===== config.mk =====
export PLATFORM = sky130hd
export DESIGN_NAME = pxs_vga_sync_gen
export DESIGN_NICKNAME = d
export VERILOG_FILES = /design/src/rtl/pxs_vga_sync_gen_pkg.sv /design/src/rtl/pxs_timing_axis.sv /design/src/rtl/pxs_vga_sync_gen.sv
export SDC_FILE = /design/constraint.sdc
export NUM_CORES = 1
export LEC_CHECK = 0
export BUFFER_PORTS_ARGS = -buffer_cell sky130_fd_sc_hd__buf_2
export CORE_MARGIN = 10
export CORE_UTILIZATION = 30
export CTS_CLUSTER_DIAMETER = 40
export DETAILED_ROUTE_END_ITERATION = 12
export GPL_TIMING_DRIVEN = 1
export HOLD_SLACK_MARGIN = 0.08
export PLACE_DENSITY_LB_ADDON = 0.05
export SYNTH_ARGS = -nofsm -noshare
export SYNTH_HDL_FRONTEND = slang
export SYNTH_HIERARCHICAL = 1
export SYNTH_SLANG_ARGS = --single-unit

===== constraint.sdc =====
create_clock -name px_clk -period 2 [get_ports px_clk]
set_input_delay 0.4 -clock px_clk [delete_from_list [all_inputs] [get_ports px_clk]]
set_output_delay 0.4 -clock px_clk [all_outputs]
set_load 0.02 [all_outputs]

===== src/rtl/pxs_vga_sync_gen_pkg.sv =====
// Shared definitions for the Pxs raster timing source: stream word layout and
// default 640x480@60 timing.
package pxs_vga_sync_gen_pkg;
  localparam int STR_W = 23;
  localparam int CW    = 10;

  localparam int H_ACT_D  = 640;
  localparam int H_FP_D   = 16;
  localparam int H_SYNC_D = 96;
  localparam int H_BP_D   = 48;
  localparam int V_ACT_D  = 480;
  localparam int V_FP_D   = 10;
  localparam int V_SYNC_D = 2;
  localparam int V_BP_D   = 33;
  localparam int POL_D    = 0;

  // Bit layout of the VGA_SCA stream: HS[22] VS[21] XC[20:11] YC[10:1] Active[0]
  typedef struct packed {
    logic          hs;
    logic          vs;
    logic [CW-1:0] xc;
    logic [CW-1:0] yc;
    logic          active;
  } vga_sca_t;

  function automatic int axis_tot(input int act, input int fp, input int sync, input int bp);
    return act + fp + sync + bp;
  endfunction
endpackage


===== src/rtl/pxs_timing_axis.sv =====
// One raster axis: mod-TOT position counter with wrap strobe plus combinational
// sync/active decode of the current count.
module pxs_timing_axis
  import pxs_vga_sync_gen_pkg::*;
#(
  parameter int ACT  = H_ACT_D,
  parameter int FP   = H_FP_D,
  parameter int SYNC = H_SYNC_D,
  parameter int BP   = H_BP_D,
  parameter int POL  = POL_D
) (
  input  logic          clk,
  input  logic          rst_n,
  input  logic          inc,
  output logic [CW-1:0] cnt_o,
  output logic          wrap_o,
  output logic          sync_o,
  output logic          active_o
);
  localparam int TOT = axis_tot(ACT, FP, SYNC, BP);

  if (TOT > 1024 || TOT < 1) begin : g_bad_tot
    $error("pxs_timing_axis: total %0d outside 1..1024", TOT);
  end

  localparam logic [CW-1:0] LAST  = CW'(TOT - 1);
  localparam logic          POL_L = 1'(POL);

  logic [CW-1:0] cnt_q, cnt_d;
  logic [31:0]   cnt32;
  logic          last;

  assign cnt32 = 32'(cnt_q);
  assign last  = (cnt_q == LAST);

  always_comb begin
    cnt_d = cnt_q;
    if (inc) cnt_d = last ? '0 : cnt_q + 1'b1;
  end

  always_ff @(posedge clk) begin
    if (!rst_n) cnt_q <= '0;
    else        cnt_q <= cnt_d;
  end

  // Decode uses 32-bit compares so SYNC end may equal 1024 without truncation
  assign cnt_o    = cnt_q;
  assign wrap_o   = inc && last;
  assign active_o = (cnt32 < 32'(ACT));
  assign sync_o   = ((cnt32 >= 32'(ACT + FP)) && (cnt32 < 32'(ACT + FP + SYNC))) ? POL_L : ~POL_L;
endmodule


===== src/rtl/pxs_vga_sync_gen.sv =====
// Raster timing source: cascaded pixel/line axes with a registered VGA_SCA word
// and line/frame start pulses, all from one counter snapshot.
module pxs_vga_sync_gen
  import pxs_vga_sync_gen_pkg::*;
#(
  parameter int H_ACT  = H_ACT_D,
  parameter int H_FP   = H_FP_D,
  parameter int H_SYNC = H_SYNC_D,
  parameter int H_BP   = H_BP_D,
  parameter int V_ACT  = V_ACT_D,
  parameter int V_FP   = V_FP_D,
  parameter int V_SYNC = V_SYNC_D,
  parameter int V_BP   = V_BP_D,
  parameter int HS_POL = POL_D,
  parameter int VS_POL = POL_D
) (
  input  logic             px_clk,
  input  logic             rst_n,
  input  logic             px_en,
  output logic [STR_W-1:0] VGA_SCA_Str_o,
  output logic             frame_start_o,
  output logic             line_start_o
);
  localparam vga_sca_t RST_WORD = '{hs: ~1'(HS_POL), vs: ~1'(VS_POL), xc: '0, yc: '0, active: 1'b0};

  logic [CW-1:0] h_cnt, v_cnt;
  logic          h_wrap, v_wrap;
  logic          h_sync, v_sync, h_act, v_act;

  pxs_timing_axis #(.ACT(H_ACT), .FP(H_FP), .SYNC(H_SYNC), .BP(H_BP), .POL(HS_POL)) u_h_axis (
    .clk(px_clk), .rst_n(rst_n), .inc(px_en),
    .cnt_o(h_cnt), .wrap_o(h_wrap), .sync_o(h_sync), .active_o(h_act)
  );

  pxs_timing_axis #(.ACT(V_ACT), .FP(V_FP), .SYNC(V_SYNC), .BP(V_BP), .POL(VS_POL)) u_v_axis (
    .clk(px_clk), .rst_n(rst_n), .inc(h_wrap),
    .cnt_o(v_cnt), .wrap_o(v_wrap), .sync_o(v_sync), .active_o(v_act)
  );

  vga_sca_t str_q, str_d;
  logic     fs_q, fs_d, ls_q, ls_d;
  logic     unused_v_wrap;

  assign unused_v_wrap = v_wrap;

  // Pulses default low so a held word never repeats a start pulse
  always_comb begin
    str_d = str_q;
    fs_d  = 1'b0;
    ls_d  = 1'b0;
    if (px_en) begin
      str_d.hs     = h_sync;
      str_d.vs     = v_sync;
      str_d.xc     = h_cnt;
      str_d.yc     = v_cnt;
      str_d.active = h_act && v_act;
      ls_d         = (h_cnt == '0);
      fs_d         = (h_cnt == '0) && (v_cnt == '0);
    end
  end

  always_ff @(posedge px_clk) begin
    if (!rst_n) begin
      str_q <= RST_WORD;
      fs_q  <= 1'b0;
      ls_q  <= 1'b0;
    end else begin
      str_q <= str_d;
      fs_q  <= fs_d;
      ls_q  <= ls_d;
    end
  end

  assign VGA_SCA_Str_o = str_q;
  assign frame_start_o = fs_q;
  assign line_start_o  = ls_q;
endmodule


# Yosys cells after proc, flatten, opt, wreduce, memory -nomap -nowiden
# Index checks and enable logic that the tools add are counted.
# word_totals
out_inout_bits	25
ff_bits	45
input_bits	3
wordCells	31
# op_classes
n_reduce_logical	8
eq_ne	2
mux	4
addsub	2
n_lt_le_gt_ge	6
# ops
op	count
$add 10x1->10 const B	2
$eq 10x10->1 const B	2
$logic_not 10->1	2
$lt 10x10->1 const B	2
$lt 10x9->1 const B	2
$mux 10	2
$ge 10x10->1 const B	1
$ge 10x9->1 const B	1
$logic_and 1x1->1	5
$mux 1	2
$reduce_and 2->1	1

# Longest topological paths before layout
# Gate-level depths: netlist of the first run.
# logic_depth
word_depth	3
mapped_depth	7
mapped_depth_nobuf	6

# Modules after synthesis
# Netlist of the first run, hierarchy kept.
# modules_own_cells
mod	cells_each	instances	area_per_inst_um2
pxs_vga_sync_gen	85	1	963.4
pxs_timing_axis at u_v_axis	57	1	528.0
pxs_timing_axis at u_h_axis	59	1	515.5

# Least setup slack after synthesis of the first run
# OpenSTA, ideal clock, no wires.
# synth_path
kind	register to register
from	register u_h_axis.cnt_q[5], in the netlist u_h_axis/cnt_o[5]
to	register u_v_axis.cnt_q[0], in the netlist u_v_axis/cnt_o[0]
setup_time_ns	0.131
setup_slack_ns	-0.035
t_arrival_ns	1.904
n_path_buf	1
path_stages_with_launch	7
cell_sequence	dfxtp_1 -> or4b_4 -> nor4_1 -> buf_2 -> nand3_1 -> o31ai_4 -> nor2_1
# synth_via
elab_chain_len	2
# synth_lines
element	line	rtl
start, declared	pxs_timing_axis.sv:29	logic [CW-1:0] cnt_q, cnt_d;
start signal, assigned	pxs_timing_axis.sv:43	else cnt_q <= cnt_d;
$eq 10x10->1	pxs_timing_axis.sv:34	assign last = (cnt_q == LAST);
$logic_and 1x1->1	pxs_timing_axis.sv:48	assign wrap_o = inc && last;
net h_wrap	pxs_vga_sync_gen.sv:27	logic h_wrap, v_wrap;
end signal, assigned	pxs_timing_axis.sv:43	
end, declared	pxs_timing_axis.sv:29	
# The timed path passes the listed nets, and every way through them passes these cells.
# A chain may end at the register's enable or synchronous reset.

# Worst setup path in the final report of the first run
# layout_path
from	register u_h_axis.cnt_q[5], in the netlist u_h_axis/cnt_o[5]
to	register u_v_axis.cnt_q[7], in the netlist u_v_axis/cnt_o[7]
# Same word-level chain as after synthesis.

==> results of run 1 <==
[cells in the final DEF, fill, tap and decap left out, types with 3 or more instances in the layout]
| cell | count |
|---|---|
| buf_2 | 27 |
| buf_4 | 20 |
| nand2_1 | 10 |
| or3_1 | 6 |
| mux2i_1 | 24 |
| ha_1 | 4 |
| or4_1 | 3 |
| o21ai_0 | 7 |
| a21oi_1 | 9 |
| dfxtp_1 | 44 |
| clkbuf_8 | 5 |
| inv_1 | 6 |
| o31ai_1 | 4 |
| xor2_1 | 6 |
| nand4_1 | 7 |
| nor4_1 | 3 |
| nor2_1 | 10 |
| nand3_1 | 4 |
| nor2b_1 | 21 |
[power by group]
part / internal, mW / switching (mW) / total (mW)
Clock: 0.243 / 0.315 / 0.558
Sequential: 0.906 / 0.00454 / 0.910
Combinational: 0.0451 / 0.0583 / 0.103
Total: 1.19 / 0.378 / 1.57
[final cells by class]
type                            count  share of cell area, %
Multi-Input combinational cell    142                   43.4
Sequential cell                    45                   36.4
Timing Repair Buffer               48                   12.0
Tap cell                           77                   3.88
Clock buffer                        6                   2.92
Inverter                            7                   1.06
Clock inverter                      2                  0.403
[sequential cells by signal (all words and copies together) (netlist names)]
register        count
frame_start_o       1
u_h_axis/cnt_o     10
line_start_o        1
VGA_SCA_Str_o      23
u_v_axis/cnt_o     10
[per-stage QoR]
step / worst slack, ps / cells / total power, mW / cell area (sq um)
CTS: 18.8 / 324 / 1.60 / 2430
floorplan: 16.7 / 200 / 1.00 / 2000
detailed placement: -75.8 / 315 / 1.04 / 2330
global placement: -9.18 / 315 / 1.03 / 2330
finish: 13.0 / 327 / 1.57 / 2480
global route: -70.5 / 327 / 1.64 / 2480
[routing by layer]
layer | vias to the layer above | track usage, %
li1 | 811 | -
met2 | 35 | 14.6
met3 | 7 | 3.95
met1 | 774 | 13.0
met4 | 0 | 3.96
met5 | - | 0
[how the worst max path moves through the flow]
stage	start	to	slack (ps)	cells after the start
floorplan	u_h_axis/cnt_o[5]	u_v_axis/cnt_o[9]	20	6
global placement	u_h_axis/cnt_o[5]	u_v_axis/cnt_o[7]	-9	6
global route	u_h_axis/cnt_o[5]	u_v_axis/cnt_o[7]	-70	6
CTS	u_h_axis/cnt_o[5]	u_v_axis/cnt_o[7]	20	6
finish	u_h_axis/cnt_o[5]	u_v_axis/cnt_o[7]	10	6
detailed placement	u_h_axis/cnt_o[5]	u_v_axis/cnt_o[7]	-80	6
[worst max-delay path: stages (launching register included)]
cell	delay, ps
dfxtp_2	330
or4b_4	560
nor4_4	160
buf_4	190
nand4_4	100
or4_1	440
a21oi_1	160
[repair_timing]
action,in CTS,in global routing
setup endpoints to repair,10,10
setup buffers,1,2
pin swaps,0,1
gates cloned,0,1
resized for setup,1,6
==> reports/summary.json, run 1 <==
{
  "status": "finished, final reports clean",
  "setup_tns_ps": 0,
  "timing.slew.headroom_pct": 64.8,
  "power-per-cell-area_nw_per_um2": 634,
  "grt_overflow_total": 0,
  "area.sequential_sq_um": 902,
  "insertedDiodeCount": 0,
  "drt_iter0_markers": 106,
  "layout-drive-gt1-share_pct": 28.0,
  "cp.required_ps": 2240,
  "min_delay_path_depth": 2,
  "drv_slew": 0,
  "dieWidth_um": 102,
  "die_y_um": 102,
  "leakage_nw": 1.03,
  "num-nets-final": 256,
  "detail-route-antenna-nets": 0,
  "clock_transition_at_the_registers_of_the_reported_paths_ps": 90,
  "synthesis.nets": 207,
  "tritoncts.num_buffers": 5,
  "groute.usage.overall_pct": 10.0,
  "worstReg2RegStart": "u_h_axis/cnt_o[5]",
  "layout_min_cycle_time_ps": 1990,
  "multi_input_comb_area_sq_um": 1080,
  "start_kind": "flop",
  "yosysWarnings": 6,
  "placement.io_buffers": 27,
  "via_count": 1627,
  "worst-r2r-cell-count": 6,
  "num_io_pins": 28,
  "area_grow_syn2layout_pct": 23.9,
  "worstReg2RegEnd": "u_v_axis/cnt_o[7]",
  "worstHoldEndpoint": "VGA_SCA_Str_o[21]",
  "min-delay-start": "VGA_SCA_Str_o[21]",
  "drt_wl_total_um": 5130,
  "utilization_after_layout_pct": 38.6,
  "met1Wirelength_um": 2570,
  "clkSinkCount": 45,
  "gp_congestion": 0.827,
  "vdd_ir_drop_max_v": 0.000202,
  "rsz_0062_raised_after_global_routing": "true",
  "grt_first_pass_wirelength_um": 8160,
  "reg2reg_setup_slack_ps": 10,
  "routed_wire_length_per_instance_um": 15.7,
  "place.detailed.hpwl_um": 3530,
  "fin_crit_sh_pct": 99.4,
  "worstPathArrival_ps": 2230,
  "timing.final.hold_violations": 0,
  "dr.max_layer_used": "met4",
  "clock_skew_ps": 6.92,
  "achievable_frequency_mhz": 503,
  "post_synth_inst_count": 200,
  "grt_start_max_net_pins": 30,
  "routed_via_density": 4.98,
  "max-cap-violations": 0,
  "wl_met2_um": 2190,
  "ctsLongestPathBuffers": 2,
  "met3_length_um": 307,
  "path_class": "reg2reg",
  "setup_viol_count_final": 0,
  "latest_clock_arrival_within_the_worst_skew_pair_ps": 300,
  "detailedRoute.firstPassIterationCount": 4,
  "cp-end-kind": "flop",
  "antenna_found_initial": 0,
  "drc": 0,
  "floorplan.initialDensity_pct": 31.2,
  "worstMarginPinSlew_ps": 526,
  "fillCellCount": 647,
  "hold_path_class": "reg2reg",
  "cts_tree": "built",
  "grt_pass1_vias": 1573,
  "design.die.area_sq_um": 10300,
  "hold_buffers_post_cts": 0,
  "core-area_sq_um": 6420,
  "h-tree-depth": 2,
  "post_synthesis_average_cell_area_sq_um": 10.0,
  "timing.hold.ws_ps": 473,
  "mappedNetlistArea_sq_um": 2000,
  "clock_tree.root_cell": "clkbuf_8",
  "core.rowCount": 29,
  "timing.critical_path.fanout_max": 5
}
Note: power is estimated with default switching activity, not from simulation.
==> run 2, diff against run 1 <==
--- a/config.mk
+++ b/config.mk
@@ -5,9 +5,10 @@
 export SDC_FILE = /design/constraint.sdc
 export NUM_CORES = 1
 export LEC_CHECK = 0
+export ABC_AREA = 1
 export BUFFER_PORTS_ARGS = -buffer_cell sky130_fd_sc_hd__buf_2
 export CORE_MARGIN = 10
-export CORE_UTILIZATION = 30
+export CORE_UTILIZATION = 43
 export CTS_CLUSTER_DIAMETER = 40
 export DETAILED_ROUTE_END_ITERATION = 12
 export GPL_TIMING_DRIVEN = 1
==> reports/summary.json, run 2 <==
{
  "grt_first_pass_wirelength": {"value": 7810, "unit": "um", "change": "-4.2%"},
  "h-tree-depth": {"value": 2, "change": "unchanged"},
  "post_synthesis_average_cell_area": {"value": 7.21, "unit": "sq um", "change": "-28%"},
  "latest_clock_arrival_within_the_worst_skew_pair": {"value": 300, "unit": "ps", "change": "about the same"},
  "layout-drive-gt1-share": {"value": 17.9, "unit": "%", "change": "-10 points"},
  "clock_transition_at_the_registers_of_the_reported_paths": {"value": 80, "unit": "ps", "change": "about the same"},
  "critical-path-top-cell-by-count": "nand2_1",
  "drc": {"value": 0, "change": "unchanged"},
  "setup_viol_count_final": {"value": 0, "change": "unchanged"},
  "timing.critical_path.fanout_max": {"value": 6, "change": "+1"},
  "post_synth_inst_count": {"value": 285, "change": "+43%"},
  "detail-route-antenna-nets": {"value": 0, "change": "unchanged"},
  "antenna_found_initial": {"value": 0, "change": "unchanged"},
  "grt_start_max_net_pins": {"value": 32, "change": "+6.7%"},
  "power-per-cell-area": {"value": 721, "unit": "nW/um^2", "change": "+14%"},
  "leakage": {"value": 1.08, "unit": "nW", "change": "+4.6%"},
  "crit_path_cell_trace": "ha_1 -> nand2_1 -> inv_1 -> nand3_1 -> nor2_2 -> nand2_1 -> nor3_1 -> nand2_1 -> nand2_1 -> nor2_1",
  "num_io_pins": {"value": 28, "change": "unchanged"},
  "worstPathArrival": {"value": 1930, "unit": "ps", "change": "-300 ps"},
  "place.detailed.hpwl": {"value": 3350, "unit": "um", "change": "-5.0%"},
  "timing.final.hold_violations": {"value": 0, "change": "unchanged"},
  "cts_tree": "built",
  "achievable_frequency": {"value": 576, "unit": "MHz", "change": "+14%"},
  "drt_wl_total": {"value": 4570, "unit": "um", "change": "-11%"},
  "status": "finished, final reports clean",
  "clock_tree.root_cell": "clkbuf_8",
  "groute.usage.overall": {"value": 12.4, "unit": "%", "change": "+2.3 points"},
  "largest_register_ff_count": {"value": 23, "change": "unchanged"},
  "drt_iter0_markers": {"value": 63, "change": "-41%"},
  "placement.io_buffers": {"value": 27, "change": "unchanged"},
  "critPathBufInv": {"value": 1, "change": "unchanged"},
  "critical-path-top-delay-family": "simple AND/OR/NAND/NOR gates",
  "layout_min_cycle_time": {"value": 1740, "unit": "ps", "change": "-250 ps"},
  "timing.hold.ws": {"value": 469, "unit": "ps", "change": "-4.08 ps"},
  "via_count": {"value": 1764, "change": "+8.4%"},
  "fin_crit_sh": {"value": 86.8, "unit": "%", "change": "-13 points"},
  "layout.cells.most_common_list": "nand2_1, nor2_1, dfxtp_1, inv_1, buf_2",
  "final_common_cell": "nand2_1",
  "core.rowCount": {"value": 25, "change": "-14%"},
  "hold_path_class": "reg2reg",
  "setup_tns": {"value": 0, "unit": "ps", "change": "unchanged"},
  "path_class": "reg2reg",
  "routed_wire_length_per_instance": {"value": 12.3, "unit": "um", "change": "-22%"},
  "floorplan.initialDensity": {"value": 43.8, "unit": "%", "change": "+13 points"},
  "design.die.area": {"value": 7940, "unit": "sq um", "change": "-23%"},
  "detailedRoute.firstPassIterationCount": {"value": 4, "change": "unchanged"},
  "die_y": {"value": 89.1, "unit": "um", "change": "-12%"},
  "worstMarginPinSlew": {"value": 471, "unit": "ps", "change": "-54.3 ps"},
  "cp-end-kind": "flop",
  "start_kind": "flop",
  "dieWidth": {"value": 89.1, "unit": "um", "change": "-12%"},
  "postLayoutCellArea": {"value": 2360, "unit": "sq um", "change": "-4.9%"},
  "num-nets-final": {"value": 324, "change": "+27%"},
  "core-area": {"value": 4690, "unit": "sq um", "change": "-27%"},
  "clkSinkCount": {"value": 45, "change": "unchanged"},
  "max-cap-violations": {"value": 0, "change": "unchanged"},
  "routed_via_density": {"value": 4.74, "change": "-4.7%"},
  "grt_overflow_total": {"value": 0, "change": "unchanged"},
  "max_stage_delay": {"value": 400, "unit": "ps", "change": "-160 ps"},
  "gp_congestion": {"value": 0.768, "change": "-7.1%"},
  "mappedNetlistArea": {"value": 2050, "unit": "sq um", "change": "+2.6%"},
  "timing.slew.headroom": {"value": 68.6, "unit": "%", "change": "+3.7 points"},
  "ctsLongestPathBuffers": {"value": 2, "change": "unchanged"},
  "vdd_ir_drop_max": {"value": 0.000322, "unit": "V", "change": "+59%"},
  "area_grow_syn2layout_pct": 14.8,
  "cp.required": {"value": 2190, "unit": "ps", "change": "-50 ps"},
  "synthesis.nets": {"value": 292, "change": "+41%"},
  "detailed_place.area": {"value": 2250, "unit": "sq um", "change": "-3.3%"},
  "drv_slew": {"value": 0, "change": "unchanged"},
  "insertedDiodeCount": {"value": 0, "change": "unchanged"},
  "tritoncts.num_buffers": {"value": 5, "change": "unchanged"},
  "critical-path-slowest-cell": "dfxtp_1",
  "rsz_0062_raised_after_global_routing": "false",
  "grt_pass1_vias": {"value": 1650, "change": "+4.9%"},
  "clock_skew": {"value": 7.10, "unit": "ps", "change": "+0.174 ps"},
  "yosysWarnings": {"value": 6, "change": "unchanged"}
}
-- run 2: metal layers --
metal	track usage, %	wire [um]	share of wire, %	up-vias
li1	-	-	-	952
met1	16.8	2340	51	761
met2	17.4	1830	40	46
met3	4.56	358	7.8	5
met4	4.19	43	0.94	0
met5	0	0	0	-
-- run 2: worst register-to-register path, cell delays in order (launching register included) --
cell and delay [ps]:
dfxtp_1 400, ha_1 230, nand2_1 80, inv_1 60, nand3_1 120, nor2_2 220, nand2_1 80, nor3_1 160
nand2_1 60, nand2_1 160, nor2_1 70
-- run 2: final timing paths --
kind | endpoint | from | slack [ps] | cells after the start
setup / recovery | u_v_axis/cnt_o[9] | u_h_axis/cnt_o[0] | 260 | 10
hold reg to reg | VGA_SCA_Str_o[21] | VGA_SCA_Str_o[21] | 470 | 2
setup reg to reg | u_v_axis/cnt_o[9] | u_h_axis/cnt_o[0] | 260 | 10
hold / removal | VGA_SCA_Str_o[21] | VGA_SCA_Str_o[21] | 470 | 2
-- run 2: layout make-up --
| cell class | count | area (sq um) |
|---|---|---|
| Multi-Input combinational cell | 188 | 951 |
| Inverter | 46 | 173 |
| Fill cell | 505 | 2330 |
| Timing Repair Buffer | 31 | 165 |
| Sequential cell | 45 | 901 |
| Clock buffer | 7 | 96.3 |
| Tap cell | 54 | 67.6 |
| Clock inverter | 1 | 5.00 |
-- run 2: stage by stage --
stage / power, mW / utilization, % / setup WS, ps / cells
3_3_place_gp: 1.11 / 48.1 / 262 / 364
4_1_cts: 1.73 / 50.2 / 175 / 372
6_report: 1.70 / 50.3 / 263 / 372
2_1_floorplan: 1.06 / - / 276 / 285
5_1_grt: 1.79 / 50.3 / 61.8 / 372
3_5_place_dp: 1.11 / 48.1 / 205 / 364
-- run 2: what timing repair did --
action	4_1_cts	5_1_grt
hold buffers	0	0
buffers inserted	0	0
setup endpoints to repair	0	3
resized for setup	0	1
-- run 2: power by group --
part	internal, mW	switching [mW]
clock network	0.312	0.302
logic	0.0447	0.101
registers	0.926	0.0152
